`src/rtl/easyaxi_pkg.sv`:
```
// Shared encodings for the EasyAXI slaves: burst types, response codes and the
// read beat-generator state.
package easyaxi_pkg;

  typedef enum logic [1:0] {
    BURST_FIXED = 2'b00,
    BURST_INCR  = 2'b01,
    BURST_WRAP  = 2'b10,
    BURST_RSVD  = 2'b11
  } burst_e;

  typedef enum logic [1:0] {
    RESP_OKAY   = 2'b00,
    RESP_EXOKAY = 2'b01,
    RESP_SLVERR = 2'b10,
    RESP_DECERR = 2'b11
  } resp_e;

  typedef enum logic [1:0] {
    ST_IDLE,
    ST_WAIT,
    ST_BURST
  } rd_state_e;

  function automatic logic wrap_len_ok(input logic [7:0] len);
    return (len == 8'd1) || (len == 8'd3) || (len == 8'd7) || (len == 8'd15);
  endfunction

endpackage

```
`src/rtl/easyaxi_sync_fifo.sv`:
```
// Pointer-plus-count synchronous FIFO with show-ahead read data; push is dropped
// when full and pop is ignored when empty.
module easyaxi_sync_fifo #(
  parameter int WIDTH = 8,
  parameter int DEPTH = 4
) (
  input  logic             clk,
  input  logic             rst,
  input  logic             push,
  input  logic [WIDTH-1:0] push_dat,
  input  logic             pop,
  output logic [WIDTH-1:0] pop_dat,
  output logic             full,
  output logic             empty
);

  localparam int PTR_W = $clog2(DEPTH);

  logic [WIDTH-1:0] mem [DEPTH];
  logic [PTR_W-1:0] wr_ptr;
  logic [PTR_W-1:0] rd_ptr;
  logic [PTR_W:0]   cnt;
  logic             do_push;
  logic             do_pop;

  assign do_push = push & ~full;
  assign do_pop  = pop & ~empty;
  assign full    = (cnt == (PTR_W+1)'(DEPTH));
  assign empty   = (cnt == '0);
  assign pop_dat = mem[rd_ptr];

  always_ff @(posedge clk or posedge rst) begin
    if (rst) begin
      wr_ptr <= '0;
      rd_ptr <= '0;
      cnt    <= '0;
    end else begin
      if (do_push) wr_ptr <= wr_ptr + PTR_W'(1);
      if (do_pop)  rd_ptr <= rd_ptr + PTR_W'(1);
      case ({do_push, do_pop})
        2'b10:   cnt <= cnt + (PTR_W+1)'(1);
        2'b01:   cnt <= cnt - (PTR_W+1)'(1);
        default: cnt <= cnt;
      endcase
    end
  end

  // Storage carries no reset; validity is tracked entirely by cnt.
  always_ff @(posedge clk) begin
    if (do_push) mem[wr_ptr] <= push_dat;
  end

endmodule

```
`src/rtl/easyaxi_rd_slv.sv`:
```
// AXI read-only synthetic-memory slave: rdata = {rid, beat address}, first beat
// 2+RD_LAT cycles after AR; R payload is registered and held until rready.
module easyaxi_rd_slv #(
  parameter int              ID_W          = 4,
  parameter int              ADDR_W        = 16,
  parameter int              DATA_W        = 32,
  parameter int              OST_DEPTH     = 4,
  parameter int              MAX_BURST_LEN = 16,
  parameter int              RD_LAT        = 0,
  parameter longint unsigned BASE_ADDR     = 0,
  parameter longint unsigned ADDR_SPAN     = 64'd1 << ADDR_W
) (
  input  logic                           clk,
  input  logic                           rst,
  input  logic                           enable,
  input  logic                           axi_slv_arvalid,
  output logic                           axi_slv_arready,
  input  logic [ID_W-1:0]                axi_slv_arid,
  input  logic [ADDR_W-1:0]              axi_slv_araddr,
  input  logic [7:0]                     axi_slv_arlen,
  input  logic [2:0]                     axi_slv_arsize,
  input  logic [1:0]                     axi_slv_arburst,
  output logic                           axi_slv_rvalid,
  input  logic                           axi_slv_rready,
  output logic [ID_W-1:0]                axi_slv_rid,
  output logic [DATA_W-1:0]              axi_slv_rdata,
  output logic [1:0]                     axi_slv_rresp,
  output logic                           axi_slv_rlast,
  output logic [$clog2(OST_DEPTH+2)-1:0] ost_cnt
);

  import easyaxi_pkg::*;

  localparam int              OST_W   = $clog2(OST_DEPTH+2);
  localparam longint unsigned WIN_END = BASE_ADDR + ADDR_SPAN;
  localparam logic [ADDR_W-1:0] A_ONE = ADDR_W'(1);

  typedef struct packed {
    logic [ID_W-1:0]   id;
    logic [ADDR_W-1:0] addr;
    logic [7:0]        len;
    logic [2:0]        size;
    burst_e            burst;
    resp_e             err;
  } req_t;

  req_t              ar_req;
  req_t              head;
  req_t              cur;
  logic              fifo_full;
  logic              fifo_empty;
  logic              ar_hs;
  logic              r_done;
  logic              beat_hs;
  logic              pop;
  logic              start;
  rd_state_e         state;
  rd_state_e         state_n;
  logic [ADDR_W-1:0] cur_addr;
  logic [ADDR_W-1:0] addr_nxt;
  logic [7:0]        beat_cnt;
  logic [3:0]        lat_cnt;
  logic [63:0]       ar_addr64;
  logic              decerr;
  logic              slverr;
  req_t              src;

  assign axi_slv_arready = enable & ~fifo_full & ~rst;
  assign ar_hs           = axi_slv_arvalid & axi_slv_arready;
  assign beat_hs         = axi_slv_rvalid & axi_slv_rready;
  assign r_done          = beat_hs & axi_slv_rlast;

  // Request classification happens once, at push time.
  assign ar_addr64 = 64'(axi_slv_araddr);
  assign decerr    = (ar_addr64 < BASE_ADDR) || (ar_addr64 >= WIN_END);
  assign slverr    = ((int'(axi_slv_arlen) + 1) > MAX_BURST_LEN)
                  || ((32'd1 << axi_slv_arsize) > 32'(DATA_W/8))
                  || (axi_slv_arburst == BURST_RSVD)
                  || ((axi_slv_arburst == BURST_WRAP) && !wrap_len_ok(axi_slv_arlen));

  always_comb begin
    ar_req       = '0;
    ar_req.id    = axi_slv_arid;
    ar_req.addr  = axi_slv_araddr;
    ar_req.len   = axi_slv_arlen;
    ar_req.size  = axi_slv_arsize;
    ar_req.burst = burst_e'(axi_slv_arburst);
    ar_req.err   = decerr ? RESP_DECERR : (slverr ? RESP_SLVERR : RESP_OKAY);
  end

  easyaxi_sync_fifo #(
    .WIDTH ($bits(req_t)),
    .DEPTH (OST_DEPTH)
  ) u_ar_fifo (
    .clk      (clk),
    .rst      (rst),
    .push     (ar_hs),
    .push_dat (ar_req),
    .pop      (pop),
    .pop_dat  (head),
    .full     (fifo_full),
    .empty    (fifo_empty)
  );

  always_comb begin
    state_n = state;
    pop     = 1'b0;
    start   = 1'b0;
    case (state)
      ST_IDLE: begin
        if (!fifo_empty) begin
          pop = 1'b1;
          if (RD_LAT == 0) begin
            state_n = ST_BURST;
            start   = 1'b1;
          end else begin
            state_n = ST_WAIT;
          end
        end
      end
      ST_WAIT: begin
        if (lat_cnt <= 4'd1) begin
          state_n = ST_BURST;
          start   = 1'b1;
        end
      end
      ST_BURST: begin
        if (axi_slv_rready && axi_slv_rlast) state_n = ST_IDLE;
      end
      default: state_n = ST_IDLE;
    endcase
  end

  always_ff @(posedge clk or posedge rst) begin
    if (rst) state <= ST_IDLE;
    else     state <= state_n;
  end

  // First beat comes straight from the FIFO head when there is no latency,
  // otherwise from the request latched at pop.
  assign src = (state == ST_IDLE) ? head : cur;

  always_comb begin
    logic [ADDR_W-1:0] nb;
    logic [ADDR_W-1:0] ws;
    logic [ADDR_W-1:0] lo;
    logic [ADDR_W-1:0] inc;
    nb  = A_ONE << cur.size;
    ws  = ADDR_W'(nb * (ADDR_W'(cur.len) + A_ONE));
    lo  = cur.addr & ~(ws - A_ONE);
    inc = cur_addr + nb;
    case (cur.burst)
      BURST_INCR: addr_nxt = (cur_addr & ~(nb - A_ONE)) + nb;
      BURST_WRAP: addr_nxt = (inc == lo + ws) ? lo : inc;
      default:    addr_nxt = cur_addr;
    endcase
  end

  always_ff @(posedge clk or posedge rst) begin
    if (rst) begin
      cur            <= '0;
      cur_addr       <= '0;
      beat_cnt       <= '0;
      lat_cnt        <= '0;
      axi_slv_rvalid <= 1'b0;
      axi_slv_rlast  <= 1'b0;
      axi_slv_rid    <= '0;
      axi_slv_rdata  <= '0;
      axi_slv_rresp  <= RESP_OKAY;
    end else begin
      if (pop) begin
        cur      <= head;
        cur_addr <= head.addr;
        beat_cnt <= '0;
        lat_cnt  <= 4'(RD_LAT);
      end else if (state == ST_WAIT) begin
        lat_cnt <= lat_cnt - 4'd1;
      end

      if (start) begin
        axi_slv_rvalid <= 1'b1;
        axi_slv_rid    <= src.id;
        axi_slv_rdata  <= DATA_W'({src.id, src.addr});
        axi_slv_rresp  <= src.err;
        axi_slv_rlast  <= (src.len == 8'd0);
      end else if (beat_hs) begin
        if (axi_slv_rlast) begin
          axi_slv_rvalid <= 1'b0;
        end else begin
          cur_addr      <= addr_nxt;
          beat_cnt      <= beat_cnt + 8'd1;
          axi_slv_rdata <= DATA_W'({cur.id, addr_nxt});
          axi_slv_rlast <= ((beat_cnt + 8'd1) == cur.len);
        end
      end
    end
  end

  always_ff @(posedge clk or posedge rst) begin
    if (rst) begin
      ost_cnt <= '0;
    end else begin
      case ({ar_hs, r_done})
        2'b10:   ost_cnt <= ost_cnt + OST_W'(1);
        2'b01:   ost_cnt <= ost_cnt - OST_W'(1);
        default: ost_cnt <= ost_cnt;
      endcase
    end
  end

endmodule

```
`config.mk`:
```
export PLATFORM = sky130hd
export DESIGN_NAME = easyaxi_rd_slv
export DESIGN_NICKNAME = d
export VERILOG_FILES = /design/src/rtl/easyaxi_pkg.sv /design/src/rtl/easyaxi_sync_fifo.sv /design/src/rtl/easyaxi_rd_slv.sv
export SDC_FILE = /design/constraint.sdc
export NUM_CORES = 1
export LEC_CHECK = 0
export ABC_AREA = 1
export BUFFER_PORTS_ARGS = -buffer_cell sky130_fd_sc_hd__buf_4
export CAP_MARGIN = 20
export CORE_UTILIZATION = 50
export CTS_BUF_LIST = sky130_fd_sc_hd__clkbuf_4 sky130_fd_sc_hd__clkbuf_8 sky130_fd_sc_hd__clkbuf_16
export DETAILED_ROUTE_END_ITERATION = 10
export PLACE_DENSITY = 0.75
export SLEW_MARGIN = 20
export SYNTH_ARGS = -nofsm -noshare
export SYNTH_HDL_FRONTEND = slang
export SYNTH_SLANG_ARGS = --single-unit
```
`constraint.sdc`:
```
create_clock -name clk -period 14.7 [get_ports clk]
set_input_delay 2.94 -clock clk [delete_from_list [all_inputs] [get_ports clk]]
set_output_delay 2.94 -clock clk [all_outputs]
set_load 0.01 [all_outputs]
```
; Word level (Yosys, flattened, before mapping)
; Memories as Yosys holds them, arrays and structs flattened.
; Cells that the tools add are included.
[word_totals]
register_bits = 115
mem_bits_rw = 140
inputBits = 38
out_inout_bits = 44
wordCells = 135
memories = 1
[memory_table]
columns = name, depth, word_bits, read_ports, rd_ports_with_merged_regs, write_ports, line_no
row1 = u_ar_fifo.mem, 4, 35, 1, 0, 1, easyaxi_sync_fifo.sv:19  ; logic [WIDTH-1:0] mem [DEPTH];
[classes]
n_addsub = 15
mul = 1
magnitude_cmp = 5
n_eq_ne = 21
shift = 2
n_mux = 36
n_bitwise = 14
reduce_logical = 21
[op_table]
columns = cell, count
row1 = 32-bit two-way mux, 3
row2 = 16-bit two-way mux, 5
row3 = 16-bit adder, 3
row4 = 35-bit two-way mux, 1
row5 = 16-bit bitwise AND, 2
row6 = "32-bit by 3-bit greater-than comparator with 1-bit output, second input constant", 1
row7 = 8-bit two-way mux, 4
row8 = 16-bit inverter, 2
row9 = 16-bit case mux with 2 select lines, 1
row10 = "1-bit by 3-bit << shifter with 32-bit output, first input constant", 1
row11 = "16-bit by 1-bit subtractor with 16-bit output, second input constant", 2
row12 = "8-bit by 1-bit adder with 9-bit output, second input constant", 2
row13 = "16-bit by 17-bit greater-or-equal comparator with 1-bit output, second input constant", 1
row14 = 16-bit == test, 1
row15 = "16-bit by 1-bit < comparator with 1-bit output, second input constant", 1
row16 = 16-bit by 9-bit multiplier with 16-bit output, 1
row17 = "1-bit by 3-bit << shifter with 16-bit output, first input constant", 1
row18 = "2-bit == test, second input constant", 6
row19 = 3-bit case mux with 2 select lines, 2
row20 = 1-bit two-way mux, 11
row21 = 2-bit two-way mux, 5
row22 = 2-bit nonzero test, 5
row23 = "9-bit by 5-bit greater-than comparator with 1-bit output, second input constant", 1
row24 = "8-bit by 1-bit adder with 8-bit output, second input constant", 1
row25 = other kinds (27), 52

; Longest topological paths before layout
[logic_depth]
word_depth = 12
mapped_depth = 47
depth_no_buf = 45

; Cells and area by module
; Synthesis repeated with hierarchy kept, for this count alone.
[hier_totals]
cells_unflattened = 1974
hier_area_um2 = 15845.2
[modules_own_cells]
columns = mod, n_inst, cells_each, area_per_inst_um2, seq_area_each_um2
row1 = easyaxi_rd_slv, 1, 1504, 9783.1, 2227.1
row2 = easyaxi_sync_fifo, 1, 470, 6062.1, 4379.2

; Least setup slack after synthesis
; OpenSTA, ideal clock, no wires.
[synth_path]
path_type = input -> output
start = input rst
end = output axi_slv_arready
t_arrival_ns = 5.406
required_time_ns = 11.760
slack_ns = 6.354
stages = 3
n_path_buf = 0
path_cell_list = inv_1 > nand2_1 > a31oi_1
[synth_via]
elab_chain_len = 2
[synth_rtl]
columns = item, line_no
row1 = start: declaration, easyaxi_rd_slv.sv:14  ; input logic rst,
row2 = 1-bit inverter, easyaxi_rd_slv.sv:68  ; assign axi_slv_arready = enable & ~fifo_full & ~rst;
row3 = 1-bit bitwise AND, easyaxi_rd_slv.sv:68
row4 = end: declaration, easyaxi_rd_slv.sv:17  ; output logic axi_slv_arready,
; No other way between the ends.

; Worst setup path in the final report
[layout_path]
start = register cur[7] (netlist name)
end = register cur_addr[9]
[layout_via]
elab_chain_len = 12
[layout_rtl]
columns = item, line_no
row1 = start: declaration, easyaxi_rd_slv.sv:49  ; req_t cur;
row2 = start signal: assignment, easyaxi_rd_slv.sv:161  ; cur <= '0;
row3 = start signal: assignment, easyaxi_rd_slv.sv:172  ; cur <= head;
row4 = 8-bit by 1-bit adder with 9-bit output *, easyaxi_rd_slv.sv:149  ; ws = ADDR_W'(nb * (ADDR_W'(cur.len) + A_ONE));
row5 = 16-bit by 9-bit multiplier with 16-bit output *, easyaxi_rd_slv.sv:149
row6 = 16-bit by 1-bit subtractor with 16-bit output, easyaxi_rd_slv.sv:150  ; lo = cur.addr & ~(ws - A_ONE);
row7 = 16-bit inverter, easyaxi_rd_slv.sv:150
row8 = 16-bit bitwise AND, easyaxi_rd_slv.sv:150
row9 = 16-bit adder, easyaxi_rd_slv.sv:154  ; BURST_WRAP: addr_nxt = (inc == lo + ws) ? lo : inc;
row10 = 16-bit == test, easyaxi_rd_slv.sv:154
row11 = 16-bit two-way mux *, easyaxi_rd_slv.sv:154
row12 = 16-bit case mux with 2 select lines *, easyaxi_rd_slv.sv:152  ; case (cur.burst)
row13 = 16-bit two-way mux *, easyaxi_rd_slv.sv:187  ; if (axi_slv_rlast) begin
row14 = 16-bit two-way mux *, easyaxi_rd_slv.sv:186  ; end else if (beat_hs) begin
row15 = 16-bit two-way mux *, easyaxi_rd_slv.sv:180  ; if (start) begin
row16 = end signal: assignment, easyaxi_rd_slv.sv:173  ; cur_addr <= head.addr;
row17 = end signal: assignment, easyaxi_rd_slv.sv:190  ; cur_addr <= addr_nxt;
row18 = end: declaration, easyaxi_rd_slv.sv:59  ; logic [ADDR_W-1:0] cur_addr;
; Every way passes the cells marked *; elsewhere a longest branch is shown, timed or not.
; A chain may end at the register's enable or synchronous reset.

==> results <==
- Measured along the y axis, the die boundary spans approximately 180 um.
- The number of hold violations in the final report is 0.
- The post-route minimum period is approximately 8.2 ns.
- The gate count after technology mapping is 1911.
- The mean area per synthesized cell is between 7 and 8 um2.
- The root buffer cell chosen for the clock tree is sky130_fd_sc_hd__clkbuf_16.
- On the final layout, the worst clock skew is about 0.019 ns.
- The critical path required time is roughly 15 ns.
- No sink is reached through more buffers than the 3 on the longest clock path.
- Across all register-to-register paths, the minimum setup slack is around 6.5 ns.
- The critical-path cell with the highest stage delay is sky130_fd_sc_hd__fa_1.
- Buffers placed on the I/O ports in this run total between 60 and 70.
- The peak supply drop is 0.125 mV.
- In the synthesized netlist the dominant register cell turns out to be sky130_fd_sc_hd__edfxtp_1.
- By area the synthesized netlist is led by sky130_fd_sc_hd__edfxtp_1 27%, sky130_fd_sc_hd__dfrtp_1 16%, sky130_fd_sc_hd__nand2_1 12%.
- For this run, the top clock speed supported by timing is roughly 120 MHz.
- After synthesis the cells add up to between 15000 and 20000 um2.
- After clock tree synthesis, the clock-pin slew on the worst setup and hold paths is about 0.060 ns.
- Setup repair after global routing left no endpoint under its margin.
- The leading cell type by number of instances after synthesis is sky130_fd_sc_hd__nand2_1.
- The actual transition at the worst max-transition pin is 1.12 ns.
- The first detailed-routing pass ran for 6 iterations.
- The fraction of final layout cells with drive strength greater than 1 is 0.0838.
- Along the worst path, the maximum fanout reaches 17.
- The maximum level of the CTS H-tree is 1.
- After synthesis, the most frequently instantiated cells are 493 x sky130_fd_sc_hd__nand2_1, 296 x sky130_fd_sc_hd__inv_1, 203 x sky130_fd_sc_hd__nor2_1.
- After synthesis the netlist holds a flip-flop and latch count of 231.
- Summed over all nets, the half-perimeter wirelength after detailed placement is 28700 um.
- 0 antenna diodes ended up in the layout.
- The die width is around 180 um.
- The violation count after the first detailed-routing iteration is approximately 1000.
- The total routing resource utilization after global routing is 0.258.
- The tightest min-delay check is of the reg -> reg type.
- The initial utilization of the core area, before any placement, comes to 0.511.
- In this run the power density over the cells is approximately 250 nW/um2.
- The number of gates resized after CTS was 0.
- The source-to-sink clock delay at the later pin of the worst-skew pair is 0.51 ns.
- Adding up every negative setup slack in the final design gives 0 ns.
- Together, buffers and inverters on the worst path number 9.
- Broken down by cell family, the worst path's largest delay share belongs to simple AND/OR/NAND/NOR gates.
- The sequential fraction of the synthesis area is 0.424.
- The congestion estimate from routability-driven global placement came to roughly 0.99.
- The count of nets left with antenna violations once routing finished came out at 0.
- After detailed routing, the average wire length per cell comes to approximately 17 um.
- The netlist uses 48 different library cells.
- The arrival time at the worst endpoint is ~8.6 ns.
- The Yosys step of the flow raised 0 warnings.
- The number of global-route vias before repair came to 12535.
- The I/O pin total is 82.
- The cell taking the most area after synthesis is sky130_fd_sc_hd__edfxtp_1.
- In the synthesized netlist the async set-or-reset flop fraction comes to 0.411.
- Counting flops with a built-in enable in the synthesized netlist gives between 100 and 150.
- The row count is 63.
- The total via count in the routed design is 12954.
- The category of the critical setup timing path is reg -> reg.
- The maximum number of pins on one net before global-route repair is 70.
- For this run, design rule violations remaining after detail routing come to 0.
- The launching element type of the critical path is a register.
- Along the worst hold path, the cell count comes to 1.
- In this run the post-CTS setup repair buffer count came out at 0.
- The vias per cell is about 5.5.
- The TritonCTS clock tree is built.
- The first-pass GRT wire length is 63700 um.
- The cell seen most often among critical-path stages is sky130_fd_sc_hd__nand2_1.
- The number of max-cap violations is 0.
- For the worst flop-to-flop path, the logic depth is 44.
- For this run, the post-layout net count is between 2000 and 2500.
- The flow ran to the end, and the final reports show no timing, DRC or antenna violations.
- The critical path capture point type is a register.
- The stage delay of the slowest cell on the critical path is ~0.55 ns.
- The area share of the leading cell type in the synthesized netlist is 0.268.
- In this run the static leakage power is slightly above 8 nW.
- The final wirelength is roughly 39000 um.
- In this run the standard cell core region covers between 20000 and 30000 um2.
- The growth of design area from synthesis to finish is 11.3%.
- For this design, the sink count on the clock tree is 231.
- The final core utilization is 0.569.
- Hold repair after CTS inserted 0 buffers.
- The die area is between 30000 and 40000 um2.
- The number of clock buffers added by TritonCTS is 23.
- The total overflow left after global routing is 0.
- Setup violations remaining at the end of the flow were counted as 0.
- The initial antenna violation count is 0.
- The fraction of the cycle the final worst path needs is 0.559.
- The total count of max-transition violations in the final report is 0.
- The worst slew slack as a fraction of its limit is 0.252.
- The number of logic stages on the critical path including buffering is 44.
[metal layers]
layer	up-vias	GRT usage	routed length, um
met5	-	0	0
met4	0	0.0833	961
met3	70	0.0267	3130
met2	531	0.432	18300
met1	6092	0.352	17000
li1	6261	-	-
[registers in the layout, indices dropped and copies added, names as in the netlist, 2 cells and up]
register / count
cur: 33
u_ar_fifo.cnt: 3
cur_addr: 16
axi_slv_rdata: 20
u_ar_fifo.rd_ptr: 2
beat_cnt: 8
ost_cnt: 3
u_ar_fifo.mem: 136
axi_slv_rid: 4
u_ar_fifo.wr_ptr: 2
[final cells by class]
| type | count | area (um2) |
|---|---|---|
| multi-input combinational | 1325 | 7410 |
| tap | 390 | 488 |
| sequential | 231 | 6460 |
| timing repair buffer | 81 | 686 |
| clock inverter | 8 | 57.6 |
| clock buffer | 33 | 704 |
| inverter | 304 | 1140 |
| fill | 2613 | 12800 |
[final timing paths]
path / from / end
max: cur[7]$_DFFE_PP0P_ / cur_addr[9]$_DFF_PP0_
min: u_ar_fifo.cnt[0]$_DFFE_PP0P_ / u_ar_fifo.cnt[0]$_DFFE_PP0P_
max reg2reg: cur[7]$_DFFE_PP0P_ / cur_addr[9]$_DFF_PP0_
min reg2reg: u_ar_fifo.cnt[0]$_DFFE_PP0P_ / u_ar_fifo.cnt[0]$_DFFE_PP0P_
max in group asynchronous: rst / u_ar_fifo.rd_ptr[0]$_DFFE_PP0P_
min in group asynchronous: rst / ost_cnt[2]$_DFFE_PP0P_
[worst register-to-register path, delay by kind of cell (launching register included)]
| family | cells | cell delay [ns] |
|---|---|---|
| xor gates and xnor gates | 1 | 0.48 |
| DFF | 1 | 0.44 |
| and+or+nand+nor | 27 | 3.30 |
| AOI/OAI and AO/OA | 1 | 0.18 |
| buffers and inverters | 9 | 0.94 |
| adders and majority gates | 6 | 2.76 |
[logic make-up after synthesis]
logic type	count (synthesis)	share of synthesized area
compound gates	272	0.0981
other cells	1	0.000246
mux	1	0.000657
fa+ha+maj	108	0.111
xor+xnor	42	0.0241
simple gates	889	0.247
flops	231	0.424
buf+inv	367	0.0953
[layout by cell type (no fill, tap or decap), drive strengths merged, types with 3 or more instances in the layout]
cell      n
edfxtp  136
conb     13
a21oi    53
o21a      3
nand4    29
nor3     15
buf      81
fa       45
o21bai    3
or2       7
xor2     34
clkinv    9
o22ai    32
o21ai   157
nand3   116
nand2   500
nor4      4
a31oi     8
clkbuf   33
ha       63
nand3b    4
inv     302
xnor2     8
dfrtp    95
nor2    213
a32o      8
[stage by stage]
stage	power (mW)	setup slack [ns]	hold WS, ns	cell area (um2)	instances
CTS	4.16	6.55	0.479	16800	2367
floorplan	2.87	6.35	0.444	15300	1923
global placement	3.52	6.55	0.460	16100	2326
global route	4.59	5.64	0.497	17000	2372
detailed placement	3.56	6.56	0.463	16100	2326
finish	4.20	6.49	0.478	17000	2372
[report_power, final]
group	internal [mW]	total [mW]	switching, mW	leakage, nW
clock	0.337	0.584	0.247	0.381
sequential	0.838	0.971	0.133	2.40
combinational	0.850	2.65	1.80	5.29
total	2.02	4.20	2.18	8.07
No activity file was read; power rests on OpenSTA's default activity.
